<file path="src/rtl/spi_slave.sv">
// SPI slave endpoint: oversamples scl/ss/mosi on clk, shifts a 128-bit word out on miso
// and collects up to the last 128 received bits, reporting master-style status.
module spi_slave #(
    parameter logic CPOL = 1'b1,
    parameter logic CPHA = 1'b1
) (
    input  logic         clk,
    input  logic         rstn,
    input  logic [127:0] slv_wfifo,
    input  logic [7:0]   slv_ctrl,
    output logic [127:0] slv_rfifo,
    output logic [7:0]   slv_status,
    input  logic         scl,
    input  logic         ss,
    input  logic         mosi,
    output logic         miso
);

    localparam int DATA_W = 128;

    typedef enum logic [1:0] {
        ST_IDLE   = 2'd0,
        ST_ACTIVE = 2'd1,
        ST_END    = 2'd2
    } state_t;

    state_t state, state_nxt;

    logic scl_p0, scl_p1, scl_p2;
    logic ss_p0, ss_p1, ss_p2;
    logic mosi_p0, mosi_p1;

    logic scl_rise, scl_fall, lead_edge, trail_edge, sample_edge, shift_edge;
    logic ss_fall, ss_rise;
    logic frame_start, frame_end, active;

    logic [DATA_W-1:0] tx_buf, tx_nxt;
    logic [DATA_W-1:0] rx_buf;
    logic [2:0]        bit_cnt;
    logic [4:0]        byte_cnt;
    logic              first_shift;
    logic              done;
    logic              frame_err;
    logic              ctrl_unused;

    assign ctrl_unused = ^{slv_ctrl[7], slv_ctrl[5:1]};

    function automatic logic [4:0] sat_inc(input logic [4:0] v);
        return (v == 5'd16) ? v : v + 5'd1;
    endfunction

    // Stage p0/p1: two-flop synchronisers; p2: history for edge detection
    always_ff @(posedge clk or negedge rstn) begin
        if (!rstn) begin
            scl_p0  <= CPOL;
            scl_p1  <= CPOL;
            scl_p2  <= CPOL;
            ss_p0   <= 1'b1;
            ss_p1   <= 1'b1;
            ss_p2   <= 1'b1;
            mosi_p0 <= 1'b0;
            mosi_p1 <= 1'b0;
        end else begin
            scl_p0  <= scl;
            scl_p1  <= scl_p0;
            scl_p2  <= scl_p1;
            ss_p0   <= ss;
            ss_p1   <= ss_p0;
            ss_p2   <= ss_p1;
            mosi_p0 <= mosi;
            mosi_p1 <= mosi_p0;
        end
    end

    assign scl_rise    = scl_p1 & ~scl_p2;
    assign scl_fall    = ~scl_p1 & scl_p2;
    assign lead_edge   = CPOL ? scl_fall : scl_rise;
    assign trail_edge  = CPOL ? scl_rise : scl_fall;
    assign sample_edge = CPHA ? trail_edge : lead_edge;
    assign shift_edge  = CPHA ? lead_edge : trail_edge;
    assign ss_fall     = ~ss_p1 & ss_p2;
    assign ss_rise     = ss_p1 & ~ss_p2;

    always_ff @(posedge clk or negedge rstn) begin
        if (!rstn) state <= ST_IDLE;
        else       state <= state_nxt;
    end

    always_comb begin
        state_nxt   = state;
        frame_start = 1'b0;
        case (state)
            ST_IDLE: begin
                if (ss_fall && slv_ctrl[0]) begin
                    state_nxt   = ST_ACTIVE;
                    frame_start = 1'b1;
                end
            end
            ST_ACTIVE: if (ss_rise) state_nxt = ST_END;
            ST_END:    state_nxt = ST_IDLE;
            default:   state_nxt = ST_IDLE;
        endcase
    end

    assign active    = (state == ST_ACTIVE);
    assign frame_end = (state == ST_END);

    // With CPHA=1 the first shift edge only arms the pipeline so the MSB meets the first sample
    always_comb begin
        tx_nxt = tx_buf;
        if (frame_start)
            tx_nxt = slv_wfifo;
        else if (active && shift_edge && !(CPHA && first_shift))
            tx_nxt = {tx_buf[DATA_W-2:0], 1'b0};
    end

    // Stage p3: frame registers, updated one cycle after the synced edge pulse
    always_ff @(posedge clk or negedge rstn) begin
        if (!rstn) begin
            tx_buf      <= '0;
            rx_buf      <= '0;
            slv_rfifo   <= '0;
            bit_cnt     <= '0;
            byte_cnt    <= '0;
            first_shift <= 1'b0;
            frame_err   <= 1'b0;
            done        <= 1'b0;
            miso        <= 1'b0;
        end else begin
            tx_buf <= tx_nxt;
            miso   <= (state_nxt == ST_ACTIVE) ? tx_nxt[DATA_W-1] : 1'b0;

            if (frame_start) begin
                rx_buf      <= '0;
                bit_cnt     <= '0;
                byte_cnt    <= '0;
                frame_err   <= 1'b0;
                first_shift <= 1'b1;
            end else if (active) begin
                if (sample_edge) begin
                    rx_buf  <= {rx_buf[DATA_W-2:0], mosi_p1};
                    bit_cnt <= bit_cnt + 3'd1;
                    if (bit_cnt == 3'd7)
                        byte_cnt <= sat_inc(byte_cnt);
                end
                if (shift_edge)
                    first_shift <= 1'b0;
            end

            if (frame_end) begin
                slv_rfifo <= rx_buf;
                frame_err <= (bit_cnt != 3'd0);
            end

            if (frame_end)
                done <= 1'b1;
            else if (slv_ctrl[6])
                done <= 1'b0;
        end
    end

    assign slv_status = {(state != ST_IDLE), done, frame_err, byte_cnt};

endmodule

</file>
<file path="config.mk">
export PLATFORM = sky130hd
export DESIGN_NAME = spi_slave
export DESIGN_NICKNAME = d
export VERILOG_FILES = /design/src/rtl/spi_slave.sv
export SDC_FILE = /design/constraint.sdc
export NUM_CORES = 1
export LEC_CHECK = 0
export CORE_UTILIZATION = 33
export CTS_BUF_LIST = sky130_fd_sc_hd__clkbuf_16
export DETAILED_ROUTE_END_ITERATION = 7
export GPL_TIMING_DRIVEN = 1
export PLACE_DENSITY = 0.58
export SETUP_SLACK_MARGIN = 0.05
export SLEW_MARGIN = 20
export SYNTH_ARGS = -nofsm -noshare
export SYNTH_HDL_FRONTEND = slang
export SYNTH_SLANG_ARGS = --single-unit
</file>
<file path="constraint.sdc">
create_clock -name clk -period 2.5 [get_ports clk]
set_clock_uncertainty 0.05 [all_clocks]
set_input_delay 0.625 -clock clk [delete_from_list [all_inputs] [get_ports clk]]
set_output_delay 0.625 -clock clk [all_outputs]
set_load 0.1 [all_outputs]
</file>
# After elaboration in Yosys (flattened, before gate mapping)
# Index checks and enable logic that the tools add are counted.
dict set report totals {
  regBits 406
  input_bits 141
  out_inout_bits 137
  wordCells 78
}
dict set report op_classes {
  n_addsub 2
  n_eq_ne 6
  n_mux 26
  bitwise_logic 8
  n_reduce_logical 17
}
# cell n
set ops {}
lappend ops {{two-way mux 128 bit} 5}
lappend ops {{two-way mux 5 bit} 5}
lappend ops {{nonzero test 2 bit} 8}
lappend ops {{two-way mux 1 bit} 10}
lappend ops {{two-way mux 3 bit} 3}
lappend ops {{adder 5 x 1 -> 5 bit, second input constant} 1}
lappend ops {{equality test 5 bit, second input constant} 1}
lappend ops {{AND 1 bit} 4}
lappend ops {{equality test 2 x 1 -> 1 bit, second input constant} 2}
lappend ops {{two-way mux 2 bit} 2}
lappend ops {{inverter 1 bit} 4}
lappend ops {{case mux 2 bit (2 select lines)} 1}
lappend ops {{AND reduction 2 bit} 2}
lappend ops {{AND reduction 4 bit} 1}
lappend ops {{adder 3 x 1 -> 3 bit, second input constant} 1}
lappend ops {{equality test 3 bit, second input constant} 1}
lappend ops {{logical AND 1 bit} 3}
lappend ops {{nonzero test 3 bit} 1}
lappend ops {{equality test 2 bit, second input constant} 1}
lappend ops {{logical NOT 2 bit} 1}
lappend ops {{!= test 2 bit, second input constant} 1}
lappend ops {{logical NOT 1 bit} 1}

# Depth between registers and ports, before layout
# Gate-level depths: netlist (run 1).
dict set report depth {
  word_depth 7
  mapped_depth 7
  depth_no_buf 6
}

# Least setup slack after synthesis (run 1)
# No wires, ideal clock.
dict set report synth_timing {
  kind {register -> register}
  from {register byte_cnt[0]}
  to {register byte_cnt[0]}
  setup_ns 0.167
  t_arrival_ns 1.763
  required_time_ns 2.283
  slack_ns 0.520
  path_stages_with_launch 7
  n_path_buf 0
  cell_sequence {dfrtp_1 > inv_1 > ha_1 > nand2_1 > o311ai_0 > nand3_1 > o21ai_0}
}
dict set report synth_between {
  elab_chain_len 6
  word_cells_on_any_way 9
  classes_between {add/sub (1); eq/ne (2); mux (5); reduce/logical (1)}
}
# item line_no
set synth_rtl {}
lappend synth_rtl {{start, declared} 40} ;# logic [4:0] byte_cnt;
lappend synth_rtl {{start signal, assigned} 144} ;# byte_cnt <= sat_inc(byte_cnt);
lappend synth_rtl {{adder 5 x 1 -> 5 bit} 49} ;# return (v == 5'd16) ? v : v + 5'd1;
lappend synth_rtl {{two-way mux 5 bit} 49}
lappend synth_rtl {{two-way mux 5 bit} 143} ;# if (bit_cnt == 3'd7)
lappend synth_rtl {{two-way mux 5 bit} 140} ;# if (sample_edge) begin
lappend synth_rtl {{two-way mux 5 bit} 139} ;# end else if (active) begin
lappend synth_rtl {{two-way mux 5 bit} 133} ;# if (frame_start) begin
# Several ways; a longest one is shown, not always the timed one. The select of a mux whose other input is x is not followed.
# A chain may end at the register's enable or synchronous reset.

# Worst setup path in the final report (run 1)
dict set report layout_timing {
  from {register state[1]}
  to {output port slv_status[7]}
}
dict set report layout_between {
  elab_chain_len 1
}
# item line_no
set layout_rtl {}
lappend layout_rtl {{start, declared} 27} ;# state_t state, state_nxt;
lappend layout_rtl {{start signal, assigned} 86} ;# else state <= state_nxt;
lappend layout_rtl {{nonzero test 2 bit} 162} ;# assign slv_status = {(state != ST_IDLE), done, frame_err, byte_cnt};
lappend layout_rtl {{end, declared} 12} ;# output logic [7:0] slv_status,
# Every way passes these cells.

==> key figures, run 1 <==
Run status
  • Status: finished, final reports clean

Placed design
  • Dpl cells: 2290
  • DPL Wire Length: 25700 um
  • IO buf count: 271
  • Routability cong.: 0.778

Final layout
  • # nets final: 1870
  • Share of cells above drive strength 1: 23.8%
  • Post-route insts no fill: 2374
  • Layout area overhead: 30.5%
  • Fillers: 4464
  • Antenna Cells: 0

Global routing
  • GRT Util Overall: 15.8%
  • Antenna violations before repair: 0
  • Met1 GRT Util: 20.8%
  • M3 GR Usage: 3.90%
  • First-pass GRT wire length: 63400 um
  • Vias in the first global route: 11.5k
  • Pin count of the biggest net entering global routing: 85
  • Total gr overflow: 0
  • Global routing's busiest layer: met2
  • Met2 usage: 24.8%

Yosys
  • Synth Instances: 1461
  • Synth cell types: 39
  • Compound-gate portion of the synthesized area: 11.2%
  • Post-synthesis cell area: 16200 um2
  • Register area share after synthesis: 62.7%
  • Mapped Avg Cell Area: 11.1 um2
  • Flops & latches, synth: 406
  • Share of the synthesized area in the top cell type: 61.8%
  • Synth warnings: 0
  • Synth top area cells: dfrtp_1 62%, nand2_1 12%, mux2_2 8.9%
  • Synth Area in Simple Gates: 12.9%
  • Largest family of logic cells by synthesized area: simple AND/OR/NAND/NOR gates
  • Leading area contributor after synthesis: dfrtp_1
  • Proportion of synthesized area in mux cells: 8.89%
  • Syn_nets: 1607
  • Post-synthesis adder-cell area fraction: 0.386%
  • XOR/XNOR share of the synthesized area: 0%

Worst setup path
  • CP endpoint kind: output port
  • Max FO, Critical Path: 7
  • Startpoint types: register
  • Crit path required time: 1820 ps
  • Family with the most delay on the worst path: flip-flops
  • Critical Path Max Stage Delay: 490 ps
  • CP Buf/Inv Count: 1
  • CP arrival: 1590 ps
  • CP max-delay cell: dfrtp_1
  • Crit Path Category: reg -> out
  • Crit path cell chain: or2_4, buf_12

Floorplanning
  • Die width: 224 um
  • I/O Pins: 278
  • CORE AREA: 48000 um2
  • Die Footprint: 50000 um2
  • Initial Util: 33.7%
  • Row count: 80
  • Chip height: 224 um

Clock tree
  • Clk buf depth: 3
  • Total CTS buffers: 46
  • Worst-skew pair later-pin latency: 560 ps
  • CTS clock-pin slew for the worst setup and hold paths: 60 ps
  • Root buf cell: clkbuf_16
  • CTS tree: yes
  • CTS H-Tree Depth: 2
  • Clock Sinks: 406

STA
  • Pins Over Slew Limit: 0
  • Slew HR: 57.6%
  • Ratio of final minimum period to clock period: 90.5%
  • RSZ-0062 raised after global routing: false
  • Worst slew pin tran: 635 ps
  • Achievable frequency: 442 MHz
  • Fin. Hold Viols: 0
  • Min Tclk post-route: 2260 ps
  • # setup viols final: 0
  • Final TNS setup: 0 ps

Run
  • Max Cap Viol: 0

Detailed routing
  • Vias per cell: 4.82
  • DRT iter0 DRCs: 798
  • First drt pass iteration count: 6
  • Via count: 11.4k
  • DRC errors left: 0
  • Per-cell routed wire length: 16.6 um
  • Antenna-violating nets left: 0
  • Routed wire length: 39400 um

Worst hold path
  • HP Class: reg -> reg

Power
  • Power per cell area: 1180 nW/um2
  • Pleak: 10.1 nW
  • Peak supply drop: 1.01 mV
-- worst paths after layout --
kind / from / slack [ps] / cells past startpoint / to
max: state[1] / 240 / 2 / slv_status[7]
min: mosi_p0 / 300 / 0 / mosi_p1
max reg2reg: scl_p1 / 480 / 4 / rx_buf[23]
min reg2reg: mosi_p0 / 300 / 0 / mosi_p1
max in group asynchronous: rstn / 1010 / 3 / rx_buf[119]
min in group asynchronous: rstn / 580 / 2 / tx_buf[100]
-- cell usage in the layout, fill, tap and decap left out, types with 3 or more instances in the layout --
| cell | n |
|---|---|
| dfstp_2 | 6 |
| mux2_2 | 128 |
| clkinv_2 | 5 |
| clkinvlp_4 | 4 |
| nand2_1 | 512 |
| a22oi_2 | 20 |
| buf_4 | 160 |
| buf_12 | 24 |
| dfrtp_1 | 400 |
| clkinv_1 | 6 |
| a22oi_1 | 104 |
| o21ai_0 | 136 |
| clkbuf_16 | 47 |
| bufinv_16 | 13 |
| ha_1 | 5 |
| inv_1 | 16 |
| a21oi_1 | 4 |
| clkdlybuf4s50_1 | 133 |
| nand3_1 | 3 |
| nor3_1 | 3 |
-- through the flow --
step | utilization, % | instance area [um2] | hold WS (ps) | setup WS [ps] | power [mW]
floorplan | - | 16200 | 279 | 520 | 15.5
global placement | 40.5 | 19500 | 287 | 116 | 17.6
detailed placement | 40.5 | 19500 | 294 | 84.1 | 17.8
CTS | 44.0 | 21100 | 307 | 201 | 25.3
global route | 44.0 | 21100 | 309 | 183 | 26.1
finish | 44.0 | 21100 | 305 | 238 | 25.0
-- cell type report --
cell class | instances | area (um2) | share of cell area, %
clock buffers | 47 | 1180 | 5.56
clock inverters | 36 | 503 | 2.38
inverters | 9 | 33.8 | 0.160
multi-input cells | 942 | 5460 | 25.8
flip-flops and latches | 406 | 10200 | 48.1
well taps | 615 | 769 | 3.64
repair buffers | 319 | 3040 | 14.4
-- power by group --
| group | switching (mW) | total, mW | leakage [nW] | internal, mW |
|---|---|---|---|---|
| combinational | 6.40 | 8.44 | 3.91 | 2.04 |
| sequential | 0.985 | 9.17 | 5.40 | 8.18 |
| clock | 2.69 | 7.43 | 0.834 | 4.74 |
| total | 10.1 | 25.0 | 10.1 | 15.0 |
-- kinds of logic (layout without fill, tap and decap cells) --
| kind of cell | Yosys count | in the layout |
|---|---|---|
| simple gates | 535 | 535 |
| flops | 406 | 406 |
| buf+inv | 113 | 411 |
| mux | 128 | 128 |
| fa+ha+maj | 5 | 5 |
| compound gates | 274 | 274 |
-- synthesized netlist by cell type (all sizes together) --
| cell | instances |
|---|---|
| nand2 | 512 |
| dfrtp | 400 |
| o21ai | 136 |
| mux2 | 128 |
| a22oi | 124 |
| buf | 74 |
| clkbuf | 30 |
| inv | 9 |
| dfstp | 6 |
| ha | 5 |
| a21oi | 4 |
| nand3 | 3 |
| nor2 | 3 |
| nor3 | 3 |
| nand4 | 2 |
| nor3b | 2 |
| o22ai | 2 |
| o31ai | 2 |
| or2 | 2 |
| a221o | 1 |
| a22o | 1 |
| a2bb2oi | 1 |
| a31o | 1 |
| and2 | 1 |
| and4bb | 1 |
| nand2b | 1 |
| nand3b | 1 |
| nand4bb | 1 |
| nor4b | 1 |
| nor4bb | 1 |
| o211ai | 1 |
| o311ai | 1 |
| or3 | 1 |
-- sequential cells by signal (all words and copies together) (netlist names), 2 cells and up --
name and cells:
rx_buf 128, slv_rfifo 128, tx_buf 128, byte_cnt 5, bit_cnt 3, state 2
-- worst reg2reg max path, stage by stage (launching register included) --
cell and delay (ps):
dfstp_2 580, nor4bb_4 490, buf_4 530, nand2_1 170, o21ai_0 110
-- routing by layer --
layer / share of wire [%] / up-vias
li1: - / 5435
met1: 44 / 5694
met2: 47 / 240
met3: 5.8 / 69
met4: 3.1 / 0
met5: 0 / -
-- repair_timing --
action | in CTS | in global routing
buffers inserted | 0 | 0
hold buffers | 1 | 0
resized for setup | 0 | 0
endpoints found under the hold margin | 39 | 0
Note: power is estimated with default switching activity, not from simulation.
==> inputs of run 2 (changes only) <==
--- a/config.mk
+++ b/config.mk
@@ -5,11 +5,14 @@
 export SDC_FILE = /design/constraint.sdc
 export NUM_CORES = 1
 export LEC_CHECK = 0
+export ABC_AREA = 1
+export CELL_PAD_IN_SITES_DETAIL_PLACEMENT = 0
+export CELL_PAD_IN_SITES_GLOBAL_PLACEMENT = 1
 export CORE_UTILIZATION = 33
 export CTS_BUF_LIST = sky130_fd_sc_hd__clkbuf_16
 export DETAILED_ROUTE_END_ITERATION = 7
 export GPL_TIMING_DRIVEN = 1
-export PLACE_DENSITY = 0.58
+export PLACE_DENSITY = 0.71
 export SETUP_SLACK_MARGIN = 0.05
 export SLEW_MARGIN = 20
 export SYNTH_ARGS = -nofsm -noshare
==> key figures, run 2 <==
Worst setup path
  • Crit Path Category: reg -> out
  • CP arrival: 1660 ps
  • Crit path cell chain: nor2_4, inv_1, buf_12
  • CP max-delay cell: dfrtp_1
  • Max FO, Critical Path: 4
  • CP endpoint kind: output port
  • Startpoint types: register
  • Crit path required time: 1820 ps
  • Critical Path Max Stage Delay: 460 ps

Placed design
  • DPL Wire Length: 25900 um
  • Worst slack, placed: 55.4 ps
  • IO buf count: 271
  • Dpl cells: 2438
  • Routability cong.: 0.781
  • Post-DP Area: 19100 um2

Floorplanning
  • Initial Util: 33.5%
  • Die width: 222 um
  • Die Footprint: 49400 um2
  • I/O Pins: 278
  • Chip height: 222 um
  • CORE AREA: 47700 um2
  • Row count: 80

Yosys
  • Main synth FF type: dfrtp_1
  • Most frequent cell after synthesis: nand2_1
  • Commonest cells post-synth: 404 x nand2_1, 400 x dfrtp_1, 149 x inv_1
  • Synth cell types: 23
  • Post-synth EDFFs: 0
  • Async SR Flop Fraction: 100%
  • Mapped Avg Cell Area: 9.76 um2
  • Flops & latches, synth: 406
  • Register area share after synthesis: 63.6%
  • Synth warnings: 0
  • Syn_nets: 1785
  • Post-synthesis cell area: 16000 um2
  • Synth Instances: 1639
  • Synth top area cells: dfrtp_1 63%, nand2_1 9.5%, nand4_1 5.0%
  • Leading area contributor after synthesis: dfrtp_1
  • Share of the synthesized area in the top cell type: 62.6%

Clock tree
  • Cts repair resizes: 0
  • Clk buf depth: 3
  • Worst-skew pair later-pin latency: 590 ps
  • Clock Sinks: 406
  • Total CTS buffers: 46
  • CTS H-Tree Depth: 2
  • CTS clock-pin slew for the worst setup and hold paths: 50 ps
  • CTS tree: yes
  • Root buf cell: clkbuf_16

Global routing
  • Pin count of the biggest net entering global routing: 128
  • Antenna violations before repair: 7
  • Vias in the first global route: 12.3k
  • GRT Util Overall: 16.6%
  • Total gr overflow: 0
  • First-pass GRT wire length: 66900 um

Final layout
  • Largest regs: rx_buf: 128 flops, slv_rfifo: 128 flops, tx_buf: 128 flops
  • Layout area overhead: 28.7%
  • Design area: 20600 um2
  • Fillers: 4575
  • Share of cells above drive strength 1: 13.3%
  • Final Util: 43.1%
  • # nets final: 2018
  • Most common cell after layout, fill and taps aside: nand2_1
  • Post-route insts no fill: 2520
  • Most frequent cells in the layout: 402 x nand2_1, 400 x dfrtp_1, 159 x inv_1, 155 x buf_4, 139 x nand3_1

Run
  • Max Cap Viol: 0

Detailed routing
  • Metal2 WL: 19000 um
  • Routed met3 length: 2090 um
  • DRT iter0 DRCs: 946
  • Top Layer Used: met5
  • Via count: 12.4k
  • Per-cell routed wire length: 16.2 um
  • Vias per cell: 4.92
  • DRT met1 WL: 18700 um
  • First drt pass iteration count: 5
  • Routed wire length: 40800 um
  • Antenna-violating nets left: 0
  • DRC errors left: 0

STA
  • Setup WS post-layout: 164 ps
  • Ratio of final minimum period to clock period: 93.5%
  • Fin. Hold Viols: 0
  • # setup viols final: 0
  • RSZ-0062 raised after global routing: false
  • Achievable frequency: 428 MHz
  • Worst slew pin tran: 793 ps
  • Pins Over Slew Limit: 0
  • Final TNS setup: 0 ps
  • Min Tclk post-route: 2340 ps
  • Slew HR: 47.1%
  • Hold slack: 296 ps

Run status
  • Status: finished, final reports clean

Power
  • Power per cell area: 1260 nW/um2
  • Overall Power: 25.9 mW
  • Peak supply drop: 0.874 mV
  • Pleak: 9.54 nW

Worst hold path
  • HP Class: reg -> reg
## run 2: kinds of logic (layout without fill, tap and decap cells)
family          Yosys count  after routing  synth area share (%)
other cells               0              1                     0
xor+xnor                  3              3                 0.164
buf+inv                 279            544                  7.45
flops                   406            406                  63.6
compound gates          263            263                  9.24
simple gates            683            683                  19.2
fa+ha+maj                 5              5                 0.391
## run 2: where the power goes
part           leakage, nW  internal (mW)  switching (mW)  total (mW)
Sequential            5.32           8.36           0.988        9.34
Clock                0.741           3.67            2.77        6.44
Combinational         3.48           2.13            7.95        10.1
## run 2: area by class of cell
class	count	area, um2	area share [%]
Sequential cell	406	10200	49.4
Multi-Input combinational cell	954	4670	22.7
Timing Repair Buffer	312	2960	14.4
Clock buffer	46	1150	5.59
Tap cell	615	769	3.74
Inverter	152	576	2.80
Clock inverter	34	289	1.40
Antenna cell	1	2.50	0.0122
## run 2: metal layers
metal  vias up  GRT usage [%]
met1      6093           22.9
met5         -              0
met3        66           3.86
met4        12           5.62
li1       5996              -
met2       239           25.8
## run 2: worst max-delay path, delay by kind of cell (launching register included)
kind	cells	cell delay, ps
simple gates	1	300
flops	1	460
buf+inv	2	310
## run 2: path summary, 6_finish.rpt
| kind | depth (start not counted) | slack, ps | to | startpoint |
|---|---|---|---|---|
| setup / recovery | 3 | 160 | slv_status[7] | state[1] |
| hold / removal | 0 | 300 | mosi_p1 | mosi_p0 |
| setup reg to reg | 6 | 460 | rx_buf[63] | state[1] |
| hold reg to reg | 0 | 300 | mosi_p1 | mosi_p0 |
| max in group asynchronous | 4 | 1080 | rx_buf[107] | rstn |
| min in group asynchronous | 2 | 520 | tx_buf[111] | rstn |
## run 2: repair_timing
action                                 in CTS  in global routing
endpoints found under the hold margin      40                  0
buffers inserted                            0                  0
hold buffers                                1                  0
